===== src/rtl/bus6502_mailbox_target.sv =====
// 6502/6510-style bus responder exposing a host<->CPU mailbox.
// An 8-byte window at BASE holds DATA/STATUS/CTRL/COUNT. Two FIFOs carry
// bytes in each direction. DATA reads of an empty in-FIFO can stall the CPU
// through RDY, bounded by TIMEOUT PH2 cycles, and IRQn flags pending data.
module bus6502_mailbox_target #(
  parameter logic [15:0] BASE    = 16'hD000,
  parameter int          DEPTH   = 4,
  parameter int          TIMEOUT = 15
) (
  input  logic        clk_i,
  input  logic        rst_n,
  input  logic        phi2,
  input  logic        rwn,
  input  logic [15:0] addr,
  input  logic [7:0]  d_i,
  output logic [7:0]  d_o,
  output logic        d_oe,
  output logic        rdy,
  output logic        irqn,
  input  logic [7:0]  h_wdata,
  input  logic        h_wvalid,
  output logic        h_wready,
  output logic [7:0]  h_rdata,
  output logic        h_rvalid,
  input  logic        h_rready
);

  localparam int AW = $clog2(DEPTH);
  localparam int PW = AW + 1;
  localparam int CW = $clog2(TIMEOUT + 1);
  localparam logic [CW-1:0] TMO_LIMIT = CW'(TIMEOUT);
  localparam logic [PW-1:0] FIFO_FULL = PW'(DEPTH);

  localparam logic [2:0] REG_DATA   = 3'd0;
  localparam logic [2:0] REG_STATUS = 3'd1;
  localparam logic [2:0] REG_CTRL   = 3'd2;
  localparam logic [2:0] REG_COUNT  = 3'd3;

  // Bus phase tracking and captured access
  logic       phi2_q;
  logic       rise, fall;
  logic       sel_now;
  logic       acc_sel, acc_rwn;
  logic [2:0] acc_reg;

  // Control / status state
  logic          irq_en, wait_en;
  logic          tmo, ovf;
  logic          stall, timed_out;
  logic [CW-1:0] stall_cnt;
  logic [CW-1:0] stall_cnt_inc;
  logic          tmo_hit;
  logic          stall_trig;

  // FIFOs: in = host -> CPU, out = CPU -> host
  logic [7:0]    in_mem  [DEPTH];
  logic [7:0]    out_mem [DEPTH];
  logic [PW-1:0] in_wptr, in_rptr, out_wptr, out_rptr;
  logic [PW-1:0] in_count, out_count;
  logic          in_empty, in_full, out_empty, out_full;
  logic          h_push, h_pop, cpu_pop_in, cpu_push_out;
  logic          cpu_wr, cpu_rd;
  logic          irq_pending;

  logic [2:0] rd_idx;
  logic [7:0] rd_data;
  logic       rd_live;

  assign rise    = phi2 & ~phi2_q;
  assign fall    = ~phi2 & phi2_q;
  assign sel_now = (addr[15:3] == BASE[15:3]);

  assign in_count  = in_wptr - in_rptr;
  assign out_count = out_wptr - out_rptr;
  assign in_empty  = (in_count == '0);
  assign in_full   = (in_count == FIFO_FULL);
  assign out_empty = (out_count == '0);
  assign out_full  = (out_count == FIFO_FULL);

  assign rdy         = ~stall;
  assign irq_pending = irq_en & ~in_empty;

  // Side effects only in a completed (rdy = 1) cycle at PH2 fall
  assign cpu_wr       = fall & acc_sel & ~acc_rwn & ~stall;
  assign cpu_rd       = fall & acc_sel & acc_rwn & ~stall;
  assign cpu_pop_in   = cpu_rd & (acc_reg == REG_DATA) & ~in_empty;
  assign cpu_push_out = cpu_wr & (acc_reg == REG_DATA) & ~out_full;
  assign h_push       = h_wvalid & ~in_full;
  assign h_pop        = h_rready & ~out_empty;

  assign stall_cnt_inc = stall_cnt + 1'b1;
  assign tmo_hit       = stall & in_empty & fall & (stall_cnt_inc == TMO_LIMIT);
  assign stall_trig    = rise & sel_now & rwn & (addr[2:0] == REG_DATA) & wait_en
                         & in_empty & ~stall & ~timed_out;

  assign h_wready = ~in_full;
  assign h_rvalid = ~out_empty;
  assign h_rdata  = out_mem[out_rptr[AW-1:0]];

  // Register read mux; at the rise clk the address is used directly
  // NOTE: every always_comb output gets a default first so no path can infer a latch.
  always_comb begin
    rd_idx  = rise ? addr[2:0] : acc_reg;
    rd_live = rise ? (sel_now & rwn) : (phi2 & phi2_q & acc_sel & acc_rwn);
    rd_data = 8'h00;
    case (rd_idx)
      REG_DATA:   rd_data = in_empty ? 8'h00 : in_mem[in_rptr[AW-1:0]];
      REG_STATUS: rd_data = {irq_pending, 1'b0, ovf, tmo, out_empty, in_full, out_full, ~in_empty};
      REG_CTRL:   rd_data = {6'b0, wait_en, irq_en};
      REG_COUNT:  rd_data = 8'(in_count);
      default:    rd_data = 8'h00;
    endcase
  end

  // PH2 edge detector
  // NOTE: sequential state uses non-blocking assignments so every flop samples pre-edge values.
  always_ff @(posedge clk_i or negedge rst_n) begin
    if (!rst_n) phi2_q <= 1'b0;
    else        phi2_q <= phi2;
  end

  // Capture select, register index and direction at PH2 rise
  always_ff @(posedge clk_i or negedge rst_n) begin
    if (!rst_n) begin
      acc_sel <= 1'b0;
      acc_reg <= 3'd0;
      acc_rwn <= 1'b1;
    end else if (rise) begin
      acc_sel <= sel_now;
      acc_reg <= addr[2:0];
      acc_rwn <= rwn;
    end
  end

  // Read data path: drive from rise+1 clk to fall+1 clk for selected reads
  always_ff @(posedge clk_i or negedge rst_n) begin
    if (!rst_n) begin
      d_oe <= 1'b0;
      d_o  <= 8'h00;
    end else begin
      if (rise)      d_oe <= sel_now & rwn;
      else if (fall) d_oe <= 1'b0;
      if (rd_live)   d_o  <= rd_data;
    end
  end

  // RDY stall control with bounded wait; a timed-out read completes once with 0x00
  always_ff @(posedge clk_i or negedge rst_n) begin
    if (!rst_n) begin
      stall     <= 1'b0;
      stall_cnt <= '0;
      timed_out <= 1'b0;
    end else if (stall_trig) begin
      stall     <= 1'b1;
      stall_cnt <= '0;
    end else if (stall) begin
      if (!in_empty) begin
        stall <= 1'b0;
      end else if (fall) begin
        stall_cnt <= stall_cnt_inc;
        if (stall_cnt_inc == TMO_LIMIT) begin
          stall     <= 1'b0;
          timed_out <= 1'b1;
        end
      end
    end else if (fall) begin
      timed_out <= 1'b0;
    end
  end

  // CTRL register and sticky TMO / OVF flags
  always_ff @(posedge clk_i or negedge rst_n) begin
    if (!rst_n) begin
      irq_en  <= 1'b0;
      wait_en <= 1'b0;
      tmo     <= 1'b0;
      ovf     <= 1'b0;
    end else begin
      if (cpu_wr && acc_reg == REG_CTRL) begin
        irq_en  <= d_i[0];
        wait_en <= d_i[1];
      end
      if (tmo_hit)                                          tmo <= 1'b1;
      else if (cpu_wr && acc_reg == REG_STATUS && d_i[4])   tmo <= 1'b0;
      if (cpu_wr && acc_reg == REG_DATA && out_full)        ovf <= 1'b1;
      else if (cpu_wr && acc_reg == REG_STATUS && d_i[5])   ovf <= 1'b0;
    end
  end

  // Registered interrupt output
  always_ff @(posedge clk_i or negedge rst_n) begin
    if (!rst_n) irqn <= 1'b1;
    else        irqn <= ~irq_pending;
  end

  // FIFO pointers; push and pop in the same clk both take effect
  always_ff @(posedge clk_i or negedge rst_n) begin
    if (!rst_n) begin
      in_wptr  <= '0;
      in_rptr  <= '0;
      out_wptr <= '0;
      out_rptr <= '0;
    end else begin
      if (h_push)       in_wptr  <= in_wptr + 1'b1;
      if (cpu_pop_in)   in_rptr  <= in_rptr + 1'b1;
      if (cpu_push_out) out_wptr <= out_wptr + 1'b1;
      if (h_pop)        out_rptr <= out_rptr + 1'b1;
    end
  end

  // FIFO storage writes
  // NOTE: storage arrays are not reset; pointers alone define valid contents.
  always_ff @(posedge clk_i) begin
    if (h_push)       in_mem[in_wptr[AW-1:0]]   <= h_wdata;
    if (cpu_push_out) out_mem[out_wptr[AW-1:0]] <= d_i;
  end

endmodule


===== config.mk =====
export PLATFORM = sky130hd
export DESIGN_NAME = bus6502_mailbox_target
export DESIGN_NICKNAME = d
export VERILOG_FILES = /design/src/rtl/bus6502_mailbox_target.sv
export SDC_FILE = /design/constraint.sdc
export NUM_CORES = 1
export LEC_CHECK = 0
export ABC_AREA = 1
export CAP_MARGIN = 20
export CORE_MARGIN = 3
export CORE_UTILIZATION = 50
export CTS_BUF_LIST = sky130_fd_sc_hd__clkbuf_16
export CTS_CLUSTER_DIAMETER = 40
export DETAILED_ROUTE_END_ITERATION = 7
export MAX_ROUTING_LAYER = met4
export PLACE_DENSITY = 0.7
export SYNTH_ARGS = -nofsm -noshare
export SYNTH_HDL_FRONTEND = slang
export SYNTH_SLANG_ARGS = --single-unit

===== constraint.sdc =====
create_clock -name clk_i -period 3.6 [get_ports clk_i]
set_clock_uncertainty 0.05 [all_clocks]
set_input_delay 0.72 -clock clk_i [delete_from_list [all_inputs] [get_ports clk_i]]
set_output_delay 0.72 -clock clk_i [all_outputs]
set_load 0.02 [all_outputs]

Word-level counts from Yosys, hierarchy flattened:

Memories as Yosys holds them, arrays and structs flattened.
Cells that the tools add are included.

* memories: 2
* output and inout port bits: 21
* bits in registers: 38
* bits of input ports: 38
* logic and storage cells: 125
* RAM bits: 64

Memory list
* in_mem: words 4, width 8, read ports 1, clocked after memory_dff 0, wr ports 1, line 56 `logic [7:0] in_mem [DEPTH];`
* out_mem: words 4, width 8, read ports 1, clocked after memory_dff 0, wr ports 1, line 57 `logic [7:0] out_mem [DEPTH];`

* bitwise operators: 39
* eq/ne operators: 12
* multiplexer cells: 27
* reduce and logical (&&, ||, !) cells: 20
* add/subtract/negate cells: 7

Operators with widths (count)
* 8-bit case mux with 4 select lines: 1
* 1-bit bitwise AND: 28
* 1-bit two-way mux: 20
* 4-bit two-way mux: 4
* 3-bit zero test: 5
* 2-bit nonzero test: 7
* 13-bit == test (second input constant): 1
* 3-bit by 1-bit adder with 3-bit output (second input constant): 4
* 1-bit inverter: 11
* 3-bit by 2-bit == test with 1-bit output (second input constant): 3
* 8-bit two-way mux: 1
* 3-bit by 1-bit == test with 1-bit output (second input constant): 2
* 3-bit == test (second input constant): 2
* 1-bit logical AND: 6
* 3-bit subtractor: 2
* 5-bit AND reduction: 1
* 4-bit by 1-bit adder with 4-bit output (second input constant): 1
* 4-bit == test (second input constant): 1
* 2-bit by 1-bit != test with 1-bit output (second input constant): 2
* 3-bit two-way mux: 1
* 3-bit AND reduction: 1
* 2-bit != test (second input constant): 1

Depth between registers and ports, before layout:

Gate-level depths: netlist of run 1.

* word-level depth: 11
* mapped depth: 13

Worst setup path after synthesis of run 1:

Ideal clock, no wire load.

* path kind: reg-to-reg
* start: register in_rptr[1]
* end: memory in_mem[0][0] (enable)
* library setup time: 0.371 ns
* arrival: 2.038 ns
* stages on the path, launching flop included: 8
* path buffers: 0
* data required time: 3.179 ns
* path slack: 1.141 ns
* cells stage by stage: dfrtp_1 clkinv_1 fa_1 nand3_1 nand2_1 nand2_1 nand2_2 nor2_1

* word-level cells in the longest chain between the ends: 6

Ends and longest elaborated chain
* from (decl): line 58 `logic [PW-1:0] in_wptr, in_rptr, out_wptr, out_rptr;`
* from (signal assigned): line 205 `if (cpu_pop_in) in_rptr <= in_rptr + 1'b1;`
* 3-bit subtractor: line 73 `assign in_count = in_wptr - in_rptr;`
* 3-bit == test: line 76 `assign in_full = (in_count == FIFO_FULL);`
* 1-bit inverter
* named net h_wready: line 22 `output logic h_wready,`
* 1-bit bitwise AND: line 88 `assign h_push = h_wvalid & ~in_full;`
* 1-bit two-way mux: line 214 `if (h_push) in_mem[in_wptr[AW-1:0]] <= h_wdata;`
* 1-bit two-way mux (implied by the code): line 214
* to (decl): line 56

The timed path passes the listed nets, and every way through them passes these cells.

Worst setup path in the final report of run 1:

* start: register out_rptr[1]
* end: output port h_rvalid

* word-level cells in the longest chain between the ends: 3

Ends and longest elaborated chain
* from (decl): line 58
* from (signal assigned): line 207 `if (h_pop) out_rptr <= out_rptr + 1'b1;`
* 3-bit subtractor: line 74 `assign out_count = out_wptr - out_rptr;`
* 3-bit zero test: line 77 `assign out_empty = (out_count == '0);`
* 1-bit inverter: line 97 `assign h_rvalid = ~out_empty;`
* to (decl): line 24 `output logic h_rvalid,`

Every way passes these cells.

==> results of run 1 <==
==> placed cells by master, fill, tap and decap left out, drive strengths merged <==
| cell type | count |
|---|---|
| clkbuf | 9 |
| inv | 52 |
| o21bai | 1 |
| xor2 | 7 |
| o21ai | 46 |
| nor4 | 2 |
| nor3 | 4 |
| xnor2 | 3 |
| or2 | 1 |
| clkinv | 3 |
| clkdlybuf4s50 | 57 |
| nand3 | 44 |
| dfrtp | 36 |
| edfxtp | 64 |
| fa | 1 |
| a21oi | 7 |
| buf | 6 |
| mux2i | 1 |
| dfstp | 2 |
| o22ai | 14 |
| ha | 19 |
| nand2 | 79 |
| clkinvlp | 2 |
| nor2 | 72 |
| nand4 | 6 |
==> worst max-delay path: stages, from the launching register on <==
cell and delay [ns]:
dfrtp_1 0.53, clkinvlp_4 0.26, ha_1 0.33, inv_1 0.08
nor2_1 0.04, nor2_1 0.08, nand2_1 0.07, nand2_2 0.10
inv_1 0.06, nand2_1 0.10, clkdlybuf4s50_1 0.62
==> power groups by stage <==
stage | registers (mW) | logic [mW] | clock network [mW]
6_report | 1.47 | 0.940 | 0.913
5_1_grt | 1.49 | 1.06 | 0.978
4_1_cts | 1.47 | 0.951 | 0.924
3_5_place_dp | 1.50 | 0.948 | 0
3_3_place_gp | 1.49 | 0.932 | 0
2_1_floorplan | 1.46 | 0.618 | 0
==> routing by layer <==
layer	global-route usage (%)	routed length, um	vias up
met1	23.5	4300	1629
met3	3.92	352	13
met5	-	0	-
met4	7.22	170	0
li1	-	-	1716
met2	31.2	4800	69
==> path summary, 6_finish.rpt <==
| check | slack [ns] | endpoint |
|---|---|---|
| worst min register to register | 0.42 | irqn |
| worst max-delay path | 0.22 | h_rvalid |
| worst min-delay path | 0.42 | irqn |
| min in group asynchronous | 0.43 | stall_cnt[0] |
| worst max register to register | 0.97 | out_mem[1][4] |
| max in group asynchronous | 2.53 | d_o[5] |
==> area by class of cell <==
type                    count  area, um^2
clock buffers               9         225
repair buffers             63         613
multi-input cells         307        1660
flip-flops and latches    102        2880
inverters                  50         191
well taps                 126         158
clock inverters             7        53.8
fillers                   737        3200
==> cells by family after synthesis <==
family	synth area share [%]
XOR/XNOR	1.84
buffers and inverters	4.78
adder cells (fa/ha/maj)	5.41
AO/OA/AOI/OAI	7.96
AND/OR/NAND/NOR	19.5
multiplexers	0.210
flip-flops	60.3
==> cells in the mapped netlist (4+ instances only) <==
| cell type | count |
|---|---|
| nand2_1 | 71 |
| nor2_1 | 67 |
| edfxtp_1 | 64 |
| inv_1 | 47 |
| nand3_1 | 41 |
| o21ai_0 | 39 |
| dfrtp_1 | 36 |
| ha_1 | 19 |
| o22ai_1 | 14 |
| nand2_2 | 8 |
| a21oi_1 | 7 |
| xor2_1 | 7 |
| nand4_1 | 6 |
| nor2_2 | 4 |
| o21ai_1 | 4 |
==> results by group, run 1 <==
Synthesis
  – Avg Cell Area, Syn: 10.2 um^2
  – Synth area leaders: edfxtp_1 (40%), dfrtp_1 (19%), nand2_1 (5.6%), nor2_1 (5.3%), ha_1 (5.0%)
  – Main synth FF type: edfxtp_1
  – Area of the mapped netlist: 4760 um^2
  – Synth warnings: 0
  – Cell variety after synth: 35
  – Syn nets: 524
  – Post-synthesis sequential element count: 102
  – Share of synthesized registers carrying an async set or reset: 37.3%
  – Yosys top cell by area: edfxtp_1
  – EDFF count, synth: 64
  – Syn Inst Count: 466
  – Post-synth top area share: 40.3%
  – Seq/Total Area, Yosys: 60.3%

Clock tree
  – Post-CTS Repair Setup Buffers: 0
  – # resized after CTS: 0
  – Clock-pin slew on the worst setup and hold paths: 0.08 ns
  – Post-CTS Hold Fix Bufs: 0
  – CTS buffer count: 9
  – Clk root buf: clkbuf_16
  – H-tree depth: 3
  – CTS tree: built
  – CTS sink count: 102
  – Clock latency on the worst-skew pair: 0.34 ns
  – Max clock buf depth: 2

Floorplan
  – Die Wd: 104 um
  – Die Span Y: 104 um
  – Initial Utilization: 53.1%
  – Full die area: 10700 um^2
  – CORE AREA: 8980 um^2
  – Rows: 34
  – Number of top-level design ports: 59

Place
  – DP Area: 5500 um^2
  – Worst slack, placed: 0.436 ns
  – Routability cong.: 0.871
  – # placed instances: 648
  – Detailed Place HPWL: 7.27 mm
  – IO buf count: 58

STA
  – Final hold violation count: 0
  – Final slew viol count: 0
  – Setup tns final: 0 ns
  – Max-Slew Margin vs Limit: 44.1%
  – Setup Viol. Count Final: 0
  – Worst setup margin: 0.223 ns
  – Final min period: 3.38 ns
  – Worst-Margin Slew: 0.839 ns
  – FMAX: 0.296 GHz
  – Final period util: 93.8%
  – Worst hold margin: 0.423 ns

Finish
  – Layout cells sized above 1: 8.74%
  – Final core occ: 64.4%
  – Final instance area: 5780 um^2
  – Area Growth Syn to Fin: 21.3%
  – Post-Layout Cell Count: 664
  – Final nets: 591
  – N_diodes: 0

Global routing
  – First-pass GRT wire length: 15.9 mm
  – Global route total overflow: 0
  – Vias in the first global route: 3347
  – Antenna violations before repair: 0
  – Tot GR Track Use: 19.1%
  – Largest net degree at the start of global routing: 39

Power and ir drop
  – Psw: 1.10 mW
  – Peak VDD IR: 0.350 mV
  – Register share of total power: 44.3%
  – Sw Ratio: 33.0%
  – Overall Power: 3.32 mW
  – Logic pwr share: 28.3%
  – Clock network fraction of total power: 27.5%
  – Pwr per Cell Area: 575 nW/um^2
  – Cell Int Power: 2.23 mW
  – Leakage: 2.41 nW

Detailed routing
  – ANT nets after route: 0
  – Vias: 3427
  – Post-route DRC violation count: 0
  – Routed WL: 9.63 mm
  – Pre-antenna DRT Iters: 5
  – Vias/cell: 5.16
  – DR WL/cell: 14.5 um
  – DRT iter0 DRCs: 165

Setup path
  – Crit path from: out_rptr[1]
  – Crit. End Element: primary output
  – Reg2Reg Launch Point: out_rptr[1]
  – Startpoint Class: register
  – CP Class: reg2out
  – R2R depth: 10
  – CP Data Arrival Time: 2.61 ns
  – Critical path fanouts, max: 10
  – WP data required: 2.83 ns

Worst hold path
  – Hold path depth: 1
  – Min-delay worst type: reg2reg
  – HP Start: irq_en

Status
  – Status: complete, no violations

Flow run
  – Max cap viols: 0
(Power assumes the default switching activity.)
==> run 2: changes to the inputs <==
Settings changed: GPL_TIMING_DRIVEN from default to 0.
==> results by group, run 2 (synthesis results as in run 1) <==
Finish
  – Final instance area: 5810 um^2 (+0.56%)
  – Commonest non-fill, non-tap cell in the layout: nand2_1
  – Commonest non-fill, non-tap cells in the layout: nand2_1 (71), nor2_1 (67), edfxtp_1 (64), clkdlybuf4s50_1 (57), inv_1 (47)
  – Layout cells sized above 1: 9.44% (+0.71 points)
  – Final core occ: 64.7% (+0.36 points)
  – Post-Layout Cell Count: 666 (+0.30%)
  – Area Growth Syn to Fin: 22.0%
  – N_diodes: 0 (unchanged)
  – Final nets: 593 (+0.34%)

Clock tree
  – Max clock buf depth: 2 (unchanged)
  – H-tree depth: 3 (unchanged)
  – Clk root buf: clkbuf_16
  – Clock-pin slew on the worst setup and hold paths: 0.07 ns (about the same)
  – CTS buffer count: 9 (unchanged)
  – Clock latency on the worst-skew pair: 0.34 ns (about the same)
  – CTS sink count: 102 (unchanged)
  – Post-CTS Hold Fix Bufs: 0 (unchanged)
  – CTS tree: built

STA
  – Setup tns final: 0 ns (unchanged)
  – RSZ-0062 raised after global routing: false
  – Final hold violation count: 0 (unchanged)
  – Final slew viol count: 0 (unchanged)
  – Final period util: 91.7% (-2.1 points)
  – Setup Viol. Count Final: 0 (unchanged)
  – Worst-Margin Slew: 0.872 ns (+0.0328 ns)
  – Max-Slew Margin vs Limit: 41.9% (-2.2 points)
  – FMAX: 0.303 GHz (+2.3%)
  – Final min period: 3.30 ns (-0.0747 ns)

Setup path
  – R2R depth: 7 (-3)
  – R2r setup slk: 0.84 ns (-0.13 ns)
  – Reg2Reg Launch Point: in_rptr[1]
  – CP Class: reg2out
  – Startpoint Class: register
  – FF-to-FF End: in_mem[0][7]
  – WP data required: 2.83 ns (about the same)
  – Critical path fanouts, max: 11 (+1)
  – Crit. End Element: primary output
  – CP Data Arrival Time: 2.53 ns (-0.08 ns)

Floorplan
  – Die Span Y: 104 um (unchanged)
  – Number of top-level design ports: 59 (unchanged)
  – Full die area: 10700 um^2 (unchanged)
  – Initial Utilization: 53.1% (unchanged)
  – CORE AREA: 8980 um^2 (unchanged)
  – Rows: 34 (unchanged)
  – Die Wd: 104 um (unchanged)

Global routing
  – First-pass GRT wire length: 15.9 mm (+0.30%)
  – Antenna violations before repair: 0 (unchanged)
  – Global route total overflow: 0 (unchanged)
  – Largest net degree at the start of global routing: 39 (unchanged)
  – Vias in the first global route: 3284 (-1.9%)
  – Tot GR Track Use: 19.1% (about the same)

Power and ir drop
  – Peak VDD IR: 0.326 mV (-6.8%)
  – Leakage: 2.42 nW (+0.38%)
  – Pwr per Cell Area: 589 nW/um^2 (+2.4%)

Worst hold path
  – Min-delay worst type: reg2reg
  – Worst Hold Path EP: irqn
  – HP Start: irq_en
  – Hold path depth: 1 (unchanged)

Place
  – DP Area: 5500 um^2 (about the same)
  – # placed instances: 650 (+0.31%)
  – IO buf count: 58 (unchanged)
  – Detailed Place HPWL: 6.99 mm (-3.9%)
  – Routability cong.: 0.829 (-4.9%)

Detailed routing
  – Pre-antenna DRT Iters: 4 (-1)
  – Post-route DRC violation count: 0 (unchanged)
  – Vias/cell: 5.09 (-1.3%)
  – Vias: 3392 (-1.0%)
  – DR WL/cell: 14.5 um (-0.23%)
  – DRT iter0 DRCs: 154 (-6.7%)
  – Routed WL: 9.64 mm (about the same)
  – ANT nets after route: 0 (unchanged)

Flow run
  – Max cap viols: 0 (unchanged)

Status
  – Status: complete, no violations
[run 2: changes by cell type in the layout (fill, tap and decap cells not counted), sizes merged]
cell	delta
buf	+1
bufinv	+1
clkbuf	+1
inv	-1
[run 2: stage by stage]
| step | power (mW) | worst slack, ns | hold WS (ns) |
|---|---|---|---|
| 2_1_floorplan | 2.08 | 1.14 | 0.347 |
| 3_3_place_gp | 2.45 | 0.183 | 0.412 |
| 3_5_place_dp | 2.47 | 0.0854 | 0.414 |
| 4_1_cts | 3.45 | 0.0596 | 0.431 |
| 5_1_grt | 3.62 | 0.126 | 0.457 |
| 6_report | 3.42 | 0.298 | 0.423 |
[run 2: area by class of cell]
| class | count | area [um^2] |
|---|---|---|
| multi-input cells | 307 | 1660 |
| clock inverters | 7 | 80.1 |
| flip-flops and latches | 102 | 2880 |
| inverters | 50 | 193 |
| fillers | 719 | 3170 |
| plain buffers | 7 | 40.0 |
| clock buffers | 9 | 225 |
| well taps | 126 | 158 |
| repair buffers | 58 | 576 |
[run 2: critical path, cell delays in order, from the launching register on]
cell	delay (ns)
dfrtp_2	0.50
clkinvlp_4	0.27
fa_1	0.47
nand3_1	0.12
nand2_1	0.10
nand2_1	0.12
clkdlybuf4s50_1	0.62
[run 2: how the worst max path moves through the flow]
stage / start / endpoint / slack (ns) / cells past startpoint
after global placement: phi2 / out_mem[3][4] / 0.18 / 7
after detailed placement: phi2 / out_mem[3][4] / 0.09 / 7
after global routing: out_rptr[1] / h_rvalid / 0.13 / 10
after CTS: in_rptr[1] / h_wready / 0.06 / 6
after floorplan: in_rptr[1] / in_mem[0][0] / 1.14 / 7
final: in_rptr[1] / h_wready / 0.30 / 6
[run 2: what timing repair did]
item,in CTS,in global routing
resized for setup,1,3
pin swaps,0,0
setup endpoints to repair,1,2
setup buffers,0,0
[run 2: power breakdown]
group          switching [mW]  internal (mW)  total (mW)
Sequential             0.0874           1.38        1.47
Combinational           0.589          0.384       0.973
Clock                   0.435          0.549       0.984
Total                    1.11           2.31        3.42
[run 2: metal layers]
layer | vias up | share of wire (%) | track usage (%)
li1 | 1709 | - | -
met5 | - | 0 | -
met4 | 0 | 0.90 | 5.79
met1 | 1602 | 45 | 24.1
met3 | 7 | 4.6 | 3.48
met2 | 74 | 50 | 31.6
==> run 3: changes to the inputs <==
Settings changed: SLEW_MARGIN from default to 20.
==> results by group, run 3 (synthesis results as in run 1) <==
STA
  – Setup tns final: 0 ns (unchanged)
  – Max-Slew Margin vs Limit: 44.3% (+2.4 points)
  – Final hold violation count: 0 (unchanged)
  – Worst-Margin Slew: 0.833 ns (-0.0388 ns)
  – Final min period: 3.49 ns (+0.190 ns)
  – Setup Viol. Count Final: 0 (unchanged)
  – FMAX: 0.286 GHz (-5.4%)
  – Final period util: 97.0% (+5.3 points)
  – Final slew viol count: 0 (unchanged)

Floorplan
  – Number of top-level design ports: 59 (unchanged)
  – Die Wd: 104 um (unchanged)
  – Initial Utilization: 53.1% (unchanged)
  – Full die area: 10700 um^2 (unchanged)
  – Rows: 34 (unchanged)
  – CORE AREA: 8980 um^2 (unchanged)
  – Die Span Y: 104 um (unchanged)

Finish
  – Area Growth Syn to Fin: 23.1%
  – Commonest non-fill, non-tap cell in the layout: nand2_1
  – Post-Layout Cell Count: 671 (+0.75%)
  – FF/Latch Area: 2880 um^2 (about the same)
  – Commonest non-fill, non-tap cells in the layout: nand2_1 (71), nor2_1 (67), edfxtp_1 (64), clkdlybuf4s50_1 (57), inv_1 (47)
  – Final nets: 598 (+0.84%)
  – Layout cells sized above 1: 10.1% (+0.65 points)
  – N_diodes: 0 (unchanged)
  – Area of the multi-input gates: 1660 um^2 (unchanged)
  – Layout fillers: 699 (-2.8%)

Setup path
  – Crit path to: h_wready
  – Crit. End Element: primary output
  – R2r setup slk: 0.64 ns (-0.20 ns)
  – Critical path fanouts, max: 10 (-1)
  – CP Class: reg2out
  – FF-to-FF End: in_mem[0][3]
  – Crit path from: in_rptr[1]
  – Startpoint Class: register
  – Reg2Reg Launch Point: in_rptr[1]
  – R2R depth: 7 (unchanged)
  – WP data required: 2.83 ns (about the same)
  – CP Data Arrival Time: 2.72 ns (+0.19 ns)

Place
  – # placed instances: 651 (+0.15%)
  – IO buf count: 58 (unchanged)
  – Routability cong.: 0.829 (unchanged)
  – Detailed Place HPWL: 7.05 mm (+0.90%)

Detailed routing
  – DR WL/cell: 14.7 um (+1.7%)
  – Vias: 3414 (+0.65%)
  – ANT nets after route: 0 (unchanged)
  – DRT iter0 DRCs: 157 (+1.9%)
  – Post-route DRC violation count: 0 (unchanged)
  – Vias/cell: 5.09 (-0.10%)
  – Pre-antenna DRT Iters: 4 (unchanged)
  – Routed WL: 9.87 mm (+2.5%)

Clock tree
  – CTS buffer count: 9 (unchanged)
  – Post-CTS Hold Fix Bufs: 0 (unchanged)
  – CTS tree: built
  – CTS sink count: 102 (unchanged)
  – Clock latency on the worst-skew pair: 0.34 ns (about the same)
  – Clk root buf: clkbuf_16
  – Max clock buf depth: 2 (unchanged)
  – H-tree depth: 3 (unchanged)
  – Clock-pin slew on the worst setup and hold paths: 0.07 ns (about the same)

Global routing
  – First-pass GRT wire length: 16.1 mm (+1.5%)
  – Largest net degree at the start of global routing: 24 (-38%)
  – Tot GR Track Use: 19.3% (+0.20 points)
  – Vias in the first global route: 3269 (-0.46%)
  – Global route total overflow: 0 (unchanged)
  – Antenna violations before repair: 0 (unchanged)

Power and ir drop
  – Overall Power: 3.44 mW (+0.48%)
  – Peak VDD IR: 0.285 mV (-13%)
  – Pwr per Cell Area: 586 nW/um^2 (-0.48%)
  – Leakage: 2.45 nW (+1.4%)

Worst hold path
  – Min-delay worst type: in2async

Status
  – Status: complete, no violations

Flow run
  – Max cap viols: 0 (unchanged)
## run 3: stage by stage
stage               utilization (%)  hold WS (ns)  cell area, um^2  setup slack, ns
finish                         65.4         0.261             5870            0.108
global route                   65.4         0.290             5870          -0.0176
CTS                            65.0         0.266             5830          0.00304
detailed placement             61.6         0.417             5530           0.0830
global placement               61.3         0.412             5500            0.183
floorplan                         -         0.347             4760             1.14
## run 3: how the worst min path moves through the flow
stage                    to  slack, ns      start  cells after the start
2_1_floorplan          irqn       0.35     irq_en                      1
3_3_place_gp      timed_out       0.41  timed_out                      2
3_5_place_dp      timed_out       0.42  timed_out                      2
4_1_cts        stall_cnt[1]       0.27      rst_n                      1
5_1_grt          in_wptr[0]       0.29      rst_n                      1
6_report       stall_cnt[1]       0.26      rst_n                      1
## run 3: layout make-up
class                      instances  area share (%)
multi-input combinational        307            28.3
inverter                          50            3.28
timing repair buffer              63            10.8
tap                              126            2.69
buffer                             7           0.682
clock buffer                       9            3.84
clock inverter                     7            1.36
sequential                       102            49.0
## run 3: layer usage
| layer | global-route usage [%] | routed length [um] | vias to the layer above | part of all wire (%) |
|---|---|---|---|---|
| met5 | - | 0 | - | 0 |
| met4 | 5.22 | 107 | 0 | 1.1 |
| met3 | 2.74 | 438 | 11 | 4.4 |
| met2 | 32.4 | 4980 | 69 | 50 |
| met1 | 24.7 | 4340 | 1609 | 44 |
| li1 | - | - | 1725 | - |
## run 3: worst max-delay path: stages, from the launching register on
cell and delay [ns]:
dfrtp_1 0.57, clkinvlp_4 0.29, fa_1 0.49, inv_1 0.09, nand3_1 0.11, nand2_1 0.14
nand2_1 0.13, clkdlybuf4s50_1 0.56
## run 3: power breakdown
part | internal [mW] | switching, mW | total [mW] | leakage (nW)
Combinational | 0.389 | 0.605 | 0.994 | 1.26
Sequential | 1.38 | 0.0859 | 1.46 | 1.04
Clock | 0.549 | 0.432 | 0.981 | 0.148
Total | 2.32 | 1.12 | 3.44 | 2.45
## run 3: timing repair
action,4_1_cts,5_1_grt
endpoints found under the setup margin,1,2
pin swaps,0,0
resized for setup,1,2
buffers inserted,0,4
